<file path="src/rtl/div_pkg.sv">
// Shared definitions for the sequential divider: default width and FSM state encoding.
package div_pkg;

  localparam int unsigned DIV_WIDTH = 16;

  typedef enum logic [1:0] {
    ST_IDLE = 2'd0,
    ST_RUN  = 2'd1,
    ST_DONE = 2'd2
  } div_state_e;

endpackage

</file>
<file path="src/rtl/div_step.sv">
// One restoring-division iteration: shift the next dividend bit into the partial
// remainder and trial-subtract the divisor, keeping the difference when it does not borrow.
module div_step #(
  parameter int unsigned WIDTH = 16
) (
  input  logic [WIDTH-1:0] r_i,
  input  logic             q_msb_i,
  input  logic [WIDTH-1:0] b_i,
  output logic [WIDTH-1:0] r_o,
  output logic             q_bit_o
);

  logic [WIDTH:0]   r_sh;
  logic [WIDTH-1:0] diff;

  // The remainder is always below the divisor, so a non-borrowing difference fits in
  // WIDTH bits and the modular low-order subtract is exact.
  assign r_sh    = {r_i, q_msb_i};
  assign diff    = r_sh[WIDTH-1:0] - b_i;
  assign q_bit_o = (r_sh >= {1'b0, b_i});
  assign r_o     = q_bit_o ? diff : r_sh[WIDTH-1:0];

endmodule

</file>
<file path="src/rtl/div16_seq.sv">
// Sequential restoring divider, one quotient bit per clock, with start/busy/done handshake.
// state   | meaning
// IDLE    | waiting for start; start is ignored during the done cycle
// RUN     | one iteration per edge; a zero divisor takes a single empty pass here
// DONE    | publish quot/rem, pulse done, drop busy
module div16_seq
  import div_pkg::*;
#(
  parameter int unsigned WIDTH = DIV_WIDTH
) (
  input  logic             clk,
  input  logic             rst,
  input  logic             start,
  input  logic [WIDTH-1:0] ain,
  input  logic [WIDTH-1:0] bin,
  output logic [WIDTH-1:0] quot,
  output logic [WIDTH-1:0] rem,
  output logic             busy,
  output logic             done,
  output logic             div0
);

  localparam int unsigned CW = $clog2(WIDTH) + 1;

  div_state_e       state_q, state_d;
  logic [CW-1:0]    cnt_q, cnt_d;
  logic [WIDTH-1:0] r_q, r_d;
  logic [WIDTH-1:0] q_q, q_d;
  logic [WIDTH-1:0] b_q, b_d;
  logic [WIDTH-1:0] quot_q, quot_d;
  logic [WIDTH-1:0] rem_q, rem_d;
  logic             busy_q, busy_d;
  logic             done_q, done_d;
  logic             div0_q, div0_d;

  logic [WIDTH-1:0] step_r;
  logic             step_q;

  div_step #(.WIDTH(WIDTH)) u_step (
    .r_i     (r_q),
    .q_msb_i (q_q[WIDTH-1]),
    .b_i     (b_q),
    .r_o     (step_r),
    .q_bit_o (step_q)
  );

  always_ff @(posedge clk) begin
    if (rst) begin
      state_q <= ST_IDLE;
      cnt_q   <= '0;
      r_q     <= '0;
      q_q     <= '0;
      b_q     <= '0;
      quot_q  <= '0;
      rem_q   <= '0;
      busy_q  <= 1'b0;
      done_q  <= 1'b0;
      div0_q  <= 1'b0;
    end else begin
      state_q <= state_d;
      cnt_q   <= cnt_d;
      r_q     <= r_d;
      q_q     <= q_d;
      b_q     <= b_d;
      quot_q  <= quot_d;
      rem_q   <= rem_d;
      busy_q  <= busy_d;
      done_q  <= done_d;
      div0_q  <= div0_d;
    end
  end

  always_comb begin
    state_d = state_q;
    cnt_d   = cnt_q;
    r_d     = r_q;
    q_d     = q_q;
    b_d     = b_q;
    quot_d  = quot_q;
    rem_d   = rem_q;
    busy_d  = busy_q;
    done_d  = 1'b0;
    div0_d  = div0_q;

    unique case (state_q)
      ST_IDLE: begin
        if (start && !done_q) begin
          b_d     = bin;
          q_d     = ain;
          r_d     = '0;
          busy_d  = 1'b1;
          div0_d  = (bin == '0);
          // Zero divisor runs one empty RUN pass so done lands two clocks after accept.
          cnt_d   = (bin == '0) ? CW'(1) : CW'(WIDTH);
          state_d = ST_RUN;
        end
      end
      ST_RUN: begin
        if (!div0_q) begin
          r_d = step_r;
          q_d = {q_q[WIDTH-2:0], step_q};
        end
        cnt_d = cnt_q - CW'(1);
        if (cnt_q == CW'(1)) state_d = ST_DONE;
      end
      ST_DONE: begin
        done_d  = 1'b1;
        busy_d  = 1'b0;
        state_d = ST_IDLE;
        if (div0_q) begin
          quot_d = '1;
          rem_d  = q_q;
        end else begin
          quot_d = q_q;
          rem_d  = r_q;
        end
      end
      default: state_d = ST_IDLE;
    endcase
  end

  assign quot = quot_q;
  assign rem  = rem_q;
  assign busy = busy_q;
  assign done = done_q;
  assign div0 = div0_q;

endmodule
</file>
<file path="config.mk">
export PLATFORM = sky130hd
export DESIGN_NAME = div16_seq
export DESIGN_NICKNAME = d
export VERILOG_FILES = /design/src/rtl/div_pkg.sv /design/src/rtl/div_step.sv /design/src/rtl/div16_seq.sv
export SDC_FILE = /design/constraint.sdc
export NUM_CORES = 1
export LEC_CHECK = 0
export CAP_MARGIN = 20
export CORE_ASPECT_RATIO = 0.8
export CORE_UTILIZATION = 54
export DETAILED_ROUTE_END_ITERATION = 7
export HOLD_SLACK_MARGIN = 0.02
export PLACE_DENSITY = 0.86
export SYNTH_ARGS = -nofsm -noshare
export SYNTH_HDL_FRONTEND = slang
export SYNTH_SLANG_ARGS = --single-unit
</file>
<file path="constraint.sdc">
create_clock -name clk -period 2.8 [get_ports clk]
set_clock_uncertainty 0.15 [all_clocks]
set_input_delay 0.56 -clock clk [delete_from_list [all_inputs] [get_ports clk]]
set_output_delay 0.56 -clock clk [all_outputs]
set_load 0.01 [all_outputs]
</file>
## Word level (Yosys, flattened, before mapping)

Cells that the tools add are included.

| cells by class | value |
|---|---|
| add/sub/neg operators | 2 |
| magnitude comparators | 1 |
| equal/unequal tests | 6 |
| muxes and demuxes | 18 |
| reductions and logical operators | 11 |

Operators with widths:

| operator | count |
|---|---|
| $mux W16 | 7 |
| $pmux W16 S2 | 2 |
| $ge A17 B16 Y1 | 1 |
| $logic_not A16 Y1 | 1 |
| $sub A16 B16 Y16 | 1 |
| $mux W5 | 2 |
| $pmux W5 S2 | 1 |
| $reduce_and A2 Y1 | 4 |
| $ne A2 B2 Y1 const B | 3 |
| $eq A5 B1 Y1 const B | 1 |
| $sub A5 B1 Y5 const B | 1 |
| $mux W2 | 2 |
| $pmux W2 S2 | 1 |
| $reduce_bool A2 Y1 | 2 |
| $reduce_and A3 Y1 | 1 |
| $eq A2 B1 Y1 const B | 1 |
| $eq A2 B2 Y1 const B | 1 |
| $logic_not A2 Y1 | 1 |
| $mux W1 | 2 |
| $pmux W1 S2 | 1 |
| $logic_and A1 B1 Y1 | 1 |
| $logic_not A1 Y1 | 1 |

| word-level totals | value |
|---|---|
| bits in registers | 90 |
| input port bits | 35 |
| output and inout bits | 35 |

## Longest topological paths before layout

Gate-level depths: netlist (run 1).

| logic depth | value |
|---|---|
| word-level depth | 4 |
| mapped depth | 11 |
| depth with buffers taken out | 10 |

## Modules after synthesis

Synthesis (run 1) repeated with hierarchy kept, for this count alone.

| second synthesis, totals | value |
|---|---|
| cells, all modules | 571 |
| area, all modules | 4,775.8 um^2 |

By module, submodules not included:

| module | times used | cells an instance | area each (um^2) | sequential area each (um^2) |
|---|---|---|---|---|
| div16_seq | 1 | 415 | 3,611.0 | 1,801.7 |
| div_step | 1 | 156 | 1,164.9 | 0.0 |

## Worst setup path after synthesis (run 1)

Ideal clock, no wire load.

| timing | value |
|---|---|
| path kind | reg2reg |
| from | register b_q[6] |
| to | register r_q[13] |
| library setup time | 0.069 ns |
| arrival | 2.297 ns |
| setup slack | 0.284 ns |
| stages on the path, launching flop included | 11 |
| clock period less this slack | 2.516 ns |
| cells stage by stage | dfxtp_1 -> inv_1 -> ha_1 -> buf_2 -> a211oi_1 -> nor3b_2 -> or2_2 -> a21oi_2 -> o41a_1 -> or4_1 -> o21ai_1 |

| on the way | value |
|---|---|
| longest elaborated chain between the ends | 4 |
| elaborated cells on any way between the ends | 5 |

RTL lines:

| element | RTL line | text |
|---|---|---|
| start: declaration | div16_seq.sv:29 | `logic [WIDTH-1:0] b_q, b_d;` |
| start signal: assignment | div16_seq.sv:53 | `b_q <= '0;` |
| start signal: assignment | div16_seq.sv:64 | `b_q <= b_d;` |
| $sub A16 B16 Y16 or $ge A17 B16 Y1 (tied branches) | div_step.sv:19, div_step.sv:20 |  |
| $mux W16 * | div_step.sv:21 | `assign r_o = q_bit_o ? diff : r_sh[WIDTH-1:0];` |
| $mux W16 * | div16_seq.sv:99 | `if (!div0_q) begin` |
| $pmux W16 S2 * | div16_seq.sv:85 | `unique case (state_q)` |
| end signal: assignment | div16_seq.sv:62 | `r_q <= r_d;` |
| end: declaration | div16_seq.sv:27 | `logic [WIDTH-1:0] r_q, r_d;` |

Mark *: on every way between the ends. The rest lies on a longest branch, timed or not. The select of a mux whose other input is x is not followed.
A chain may end at the register's enable or synchronous reset.

## Worst setup path after layout (run 1)

| timing | value |
|---|---|
| from | register r_q[5] |
| to | register r_q[7] |

| on the way | value |
|---|---|
| longest elaborated chain between the ends | 4 |
| elaborated cells on any way between the ends | 5 |

RTL lines:

| element | RTL line |
|---|---|
| $sub A16 B16 Y16 or $ge A17 B16 Y1 (tied branches) | div_step.sv:19, div_step.sv:20 |
| $mux W16 * | div_step.sv:21 |
| $mux W16 * | div16_seq.sv:99 |
| $pmux W16 S2 * | div16_seq.sv:85 |

Marks and branches as above.

==> reports/results.ini, run 1 <==
[place]
preCtsSetupSlack_ns = -0.005496
postPlaceCellArea_mm2 = 0.005381
dp_hpwl_mm = 9.090
portBuffers = 69
dp_cells = 735
globalplace.congestion = 0.9455

[detailed_routing]
drc = 0
wirelength_mm = 12.24
route.met3.wl_um = 746
wl_per_cell_um = 16.29
ant_nets = 0
route.vias.total = 4424
via_per_inst = 5.891
firstDrtPassIters = 5
dr.max_layer_used = met4
wl_met1_mm = 5.617
drt_iter0_drc = 356
route.met2.wl_mm = 5.712

[sta]
hold_viol = 0
slew_viol_final = 0
setup_tns_ns = 0
period_share = 0.9406
rsz0062_at_grt = no
setup_slack_ns = 0.1663
finalSetupViolations = 0
slew_headroom = 0.2866
tightest_slew_ns = 1.066
min_period_ns = 2.634
fmax_mhz = 379.7

[setup_path]
cp_slowest_cell = o41a_1
cp-start-kind = flop
crit_fanout = 8
cp_slowest_stage_delay_ns = 0.43
required_ns = 2.89
critical_path_class = flop to flop
path_cells = ha_1, a211oi_2, nor3b_2, or2_2, a21oi_2, o41a_1, buf_4, nor4b_2, o31ai_1
endpoint_kind = flop
crit_arrival_ns = 2.72

[finish]
seq_area_mm2 = 0.001802
area_growth_pct = 23.65
stdcell_count = 751
antennaDiodeCount = 0
fillerInstances = 627
fin_util = 0.6984
final_area_mm2 = 0.005600
multi_input_area_mm2 = 0.002547
fin_nets = 692
drive_gt1_frac = 0.08554

[die]
die-area_mm2 = 0.008760
fp.dieW_um = 104.4
rows = 29
die_h_um = 83.92
ios = 70
core_mm2 = 0.008019
start_util = 0.5648

[clocking]
cts_tree = done
cts.htree.levels = 3
cts_setup_buffers = 0
ctsHoldBuffers = 0
cts_root_buf = clkbuf_8
clockBufferDepth = 2
clk_pin_slew_ns = 0.10
numCtsBuffers = 9
clk_latency_ns = 0.36
numClockSinks = 90

[power_and_ir_drop]
vdd_drop_max_v = 0.0003890
p_leak_uw = 0.002128
powerDensity_mw_per_mm2 = 786.9

[synthesis]
synth.largest_area_cell = dfxtp_1
ys_async_sr_fraction = 0
synth_most_common_cell = dfxtp_1
synth_area_leaders = dfxtp_1 40%, nand2_1 7.1%, nor2_1 6.2%
yosysTopAreaCellShare = 0.3978
synth_flop_cell = dfxtp_1
synth_cell_type_count = 46
synth_cells = 575
ys_warn_count = 0
synthTopCellsByCount = 90 x dfxtp_1, 86 x nand2_1, 75 x nor2_1
ys_ff_latch = 90
syn_area_mm2 = 0.004529
avgSynthCellArea_um2 = 7.877
ys_seq_area_frac = 0.3978
synth_edf_count = 0
synth_fp_nets = 629

[grt]
grtUsageTotal = 0.2846
grt_max_degree = 49
grt_pass1_vias = 4128
grt_pass1_wl_mm = 19.97
antenna_found_initial = 0
grt-ovfl-total = 0

[flow_run]
drv_cap = 0

[outcome]
outcome = complete, no violations

[min_path]
hp-class = flop to flop

layout make-up:
cell class,count,area share
Clock buffer,10,0.02458
Clock inverter,6,0.008713
Timing Repair Buffer,90,0.1506
Tap cell,108,0.02413
Multi-Input combinational cell,424,0.4549
Inverter,23,0.01542
Sequential cell,90,0.3217
power by group:
part	leakage (uW)	internal (uW)	total [uW]	switching, uW
clock network	0.0000855	355	841	487
registers	0.000734	1400	1530	133
logic	0.00131	861	2040	1180
total	0.00213	2610	4410	1800
per-stage QoR:
step                      hold WS, ns  total power [uW]
after floorplan                0.2863              2880
after global placement         0.2945              3426
after detailed placement       0.2963              3473
after CTS                      0.3099              4309
after global routing           0.3254              4687
final                          0.3122              4407
worst max-delay path: cells and delay by family, from the launching register on:
| kind | cells | cell delay [ns] |
|---|---|---|
| buf+inv | 1 | 0.20 |
| flops | 1 | 0.38 |
| simple gates | 3 | 0.73 |
| fa+ha+maj | 1 | 0.36 |
| compound gates | 4 | 0.68 |
final timing paths:
| path | startpoint | to | slack [ns] | cells past startpoint |
|---|---|---|---|---|
| max | r_q[5] | r_q[7] | 0.17 | 9 |
| min | b_q[4] | b_q[4] | 0.31 | 2 |
| max reg2reg | r_q[5] | r_q[7] | 0.17 | 9 |
| min reg2reg | b_q[4] | b_q[4] | 0.31 | 2 |
what timing repair did:
item / 4_1_cts / 5_1_grt
hold endpoints to repair: 0 / 0
resized for setup: 1 / 6
endpoints found under the setup margin: 1 / 2
flip-flops by register name (all words and copies together), names as in the netlist, 2 cells and up:
| name | count |
|---|---|
| b_q | 16 |
| quot | 16 |
| rem | 16 |
| r_q | 16 |
| state_q | 2 |
| cnt_q | 5 |
| q_q | 16 |
metal layers:
| metal | vias to the layer above | GRT usage |
|---|---|---|
| li1 | 2157 | - |
| met1 | 2082 | 0.3851 |
| met2 | 170 | 0.4738 |
| met3 | 15 | 0.03825 |
| met4 | 0 | 0.08052 |
| met5 | - | 0 |
cells in the final DEF, fill, tap and decap left out, drive strengths merged, types with 4 or more instances in the layout:
cell / synthesis / routed
a211oi: 21 / 21
a21o: 6 / 6
a21oi: 35 / 35
a311oi: 15 / 15
a31oi: 5 / 5
a32oi: 6 / 6
buf: 5 / 22
clkbuf: 33 / 10
clkdlybuf4s50: 0 / 68
dfxtp: 90 / 90
ha: 18 / 18
inv: 23 / 25
mux2i: 18 / 18
nand2: 86 / 86
nand2b: 6 / 6
nand3: 22 / 22
nand4: 5 / 5
nor2: 75 / 75
nor2b: 5 / 5
nor3: 42 / 42
nor4: 5 / 5
o21a: 4 / 4
o21ai: 12 / 12
o31ai: 4 / 4
xor2: 6 / 6
kinds of logic after synthesis:
kind of cell / synth area share
adders and majority gates: 0.05414
and+or+nand+nor: 0.2550
buffers and inverters: 0.05138
xor gates and xnor gates: 0.01740
AOI/OAI and AO/OA: 0.1820
DFF: 0.3978
muxes: 0.04226
Power figures use the tool's default switching activity.
==> run 2, diff against run 1 <==
CORE_UTILIZATION = 45   (was 54)
PLACE_DENSITY = 0.75   (was 0.86)
clock period = 3.1 ns   (was 2.8 ns; I/O delays follow)
==> run 2 against run 1 <==
Effect of this change:
- non-clock buffer count is 7 lower
- total power decreased by 5.5%
- maximum frequency fell by 9.0%
- cell count grew 2.7%
- sequential share of layout area fell by 0.36 points
- global-route usage down 4.3 points
==> reports/results.ini, run 2 (synthesized netlist as in run 1, its figures left out) <==
[outcome]
outcome = complete, no violations

[power_and_ir_drop]
powerDensity_mw_per_mm2 = 735.5  ; -6.5%
p_total_uw = 4166  ; -5.5%
vdd_drop_max_v = 0.0004667  ; +20%
p_leak_uw = 0.002139  ; +0.53%

[place]
portBuffers = 69  ; unchanged
dp_hpwl_mm = 8.728  ; -4.0%
globalplace.congestion = 0.9176  ; -3.0%

[sta]
setup_tns_ns = 0  ; unchanged
tightest_slew_ns = 1.062  ; -0.003905 ns
slew_viol_final = 0  ; unchanged
fmax_mhz = 345.4  ; -9.0%
hold_viol = 0  ; unchanged
period_share = 0.9339  ; -0.006759
slew_headroom = 0.2903  ; +0.003727
rsz0062_at_grt = no
whs_ns = 0.3033  ; -0.008915 ns
finalSetupViolations = 0  ; unchanged
min_period_ns = 2.895  ; +0.2612 ns

[die]
core_mm2 = 0.009729  ; +21%
start_util = 0.4655  ; -0.09930
die_h_um = 91.74  ; +9.3%
rows = 32  ; +10%
fp.dieW_um = 114.2  ; +9.4%
ios = 70  ; unchanged
die-area_mm2 = 0.01047  ; +20%

[setup_path]
crit_fanout = 11  ; +3
r2r_slack_ns = 0.21  ; +0.04 ns
endpoint_kind = flop
crit_arrival_ns = 3.02  ; +0.30 ns
crit_start = b_q[11]
r2r_start = b_q[11]
required_ns = 3.23  ; +0.34 ns
cp-start-kind = flop
critical_path_class = flop to flop

[clocking]
cts_setup_buffers = 0  ; unchanged
clk_pin_slew_ns = 0.06  ; -0.04 ns
numCtsBuffers = 9  ; unchanged
cts_resized = 0  ; -1
numClockSinks = 90  ; unchanged
cts_root_buf = clkbuf_16
cts_tree = done
clk_latency_ns = 0.34  ; -0.02 ns
ctsHoldBuffers = 0  ; unchanged
cts.htree.levels = 3  ; unchanged
clockBufferDepth = 2  ; unchanged

[grt]
grt_pass1_wl_mm = 19.71  ; -1.3%
grtUsageTotal = 0.2414  ; -0.04323
antenna_found_initial = 0  ; unchanged
grt_pass1_vias = 4124  ; -0.097%
grt-ovfl-total = 0  ; unchanged
grt_max_degree = 61  ; +24%

[finish]
layout_commonest_cell = dfxtp_1
antennaDiodeCount = 0  ; unchanged
drive_gt1_frac = 0.06457  ; -0.02097
area_growth_pct = 25.06
layout_common_cells = 90 x dfxtp_1, 86 x nand2_1, 74 x nor2_1, 68 x clkdlybuf4s50_1, 40 x nor3_1
fin_nets = 685  ; -1.0%
fin_util = 0.5822  ; -0.1162

[detailed_routing]
via_per_inst = 5.665  ; -3.8%
drc = 0  ; unchanged
ant_nets = 0  ; unchanged
route.vias.total = 4368  ; -1.3%
wirelength_mm = 12.11  ; -1.0%
wl_per_cell_um = 15.71  ; -3.6%
drt_iter0_drc = 279  ; -22%
firstDrtPassIters = 5  ; unchanged

[min_path]
hp-class = flop to flop
hp-start = b_q[14]

[flow_run]
drv_cap = 0  ; unchanged

run 2: area by class of cell:
class | count | area [um^2]
fillers | 905 | 4065
inverters | 23 | 86.33
clock buffers | 10 | 229.0
flip-flops and latches | 90 | 1802
well taps | 136 | 170.2
multi-input cells | 424 | 2526
clock inverters | 5 | 56.30
repair buffers | 83 | 794.5
run 2: metrics by stage:
stage | std cells | worst slack [ns] | cell area, um^2
floorplan | 575 | 0.5841 | 4529
global placement | 755 | 0.2605 | 5356
detailed placement | 755 | 0.1285 | 5356
CTS | 770 | 0.1299 | 5642
global route | 771 | 0.04792 | 5664
finish | 771 | 0.2050 | 5664
run 2: worst paths after layout:
check,endpoint,cells after the start
setup / recovery,r_q[13],9
hold / removal,b_q[14],2
setup reg to reg,r_q[13],9
hold reg to reg,b_q[14],2
run 2: critical path, cell delays in order, from the launching register on:
cell	delay (ns)
dfxtp_1	0.33
inv_1	0.08
ha_1	0.36
nand2_1	0.16
o21ai_0	0.46
a31oi_1	0.09
o21a_1	0.25
o41a_1	0.26
or4_1	0.58
o21ai_1	0.12
run 2: power breakdown:
group	internal (uW)	switching, uW
Clock	618	441
Sequential	1260	121
Combinational	723	1000
Total	2600	1560
run 2: per-layer routing:
metal | wire (um) | GRT usage | vias up
li1 | - | - | 2152
met3 | 596 | 0.05288 | 28
met5 | 0 | 0 | -
met4 | 296 | 0.09632 | 0
met2 | 5501 | 0.3783 | 136
met1 | 5717 | 0.3220 | 2052
==> run 3, diff against run 2 <==
SLEW_MARGIN = 0   (was default)
==> results of run 3 <==
No change in the layout: final DEF, timing and power equal those of run 2.
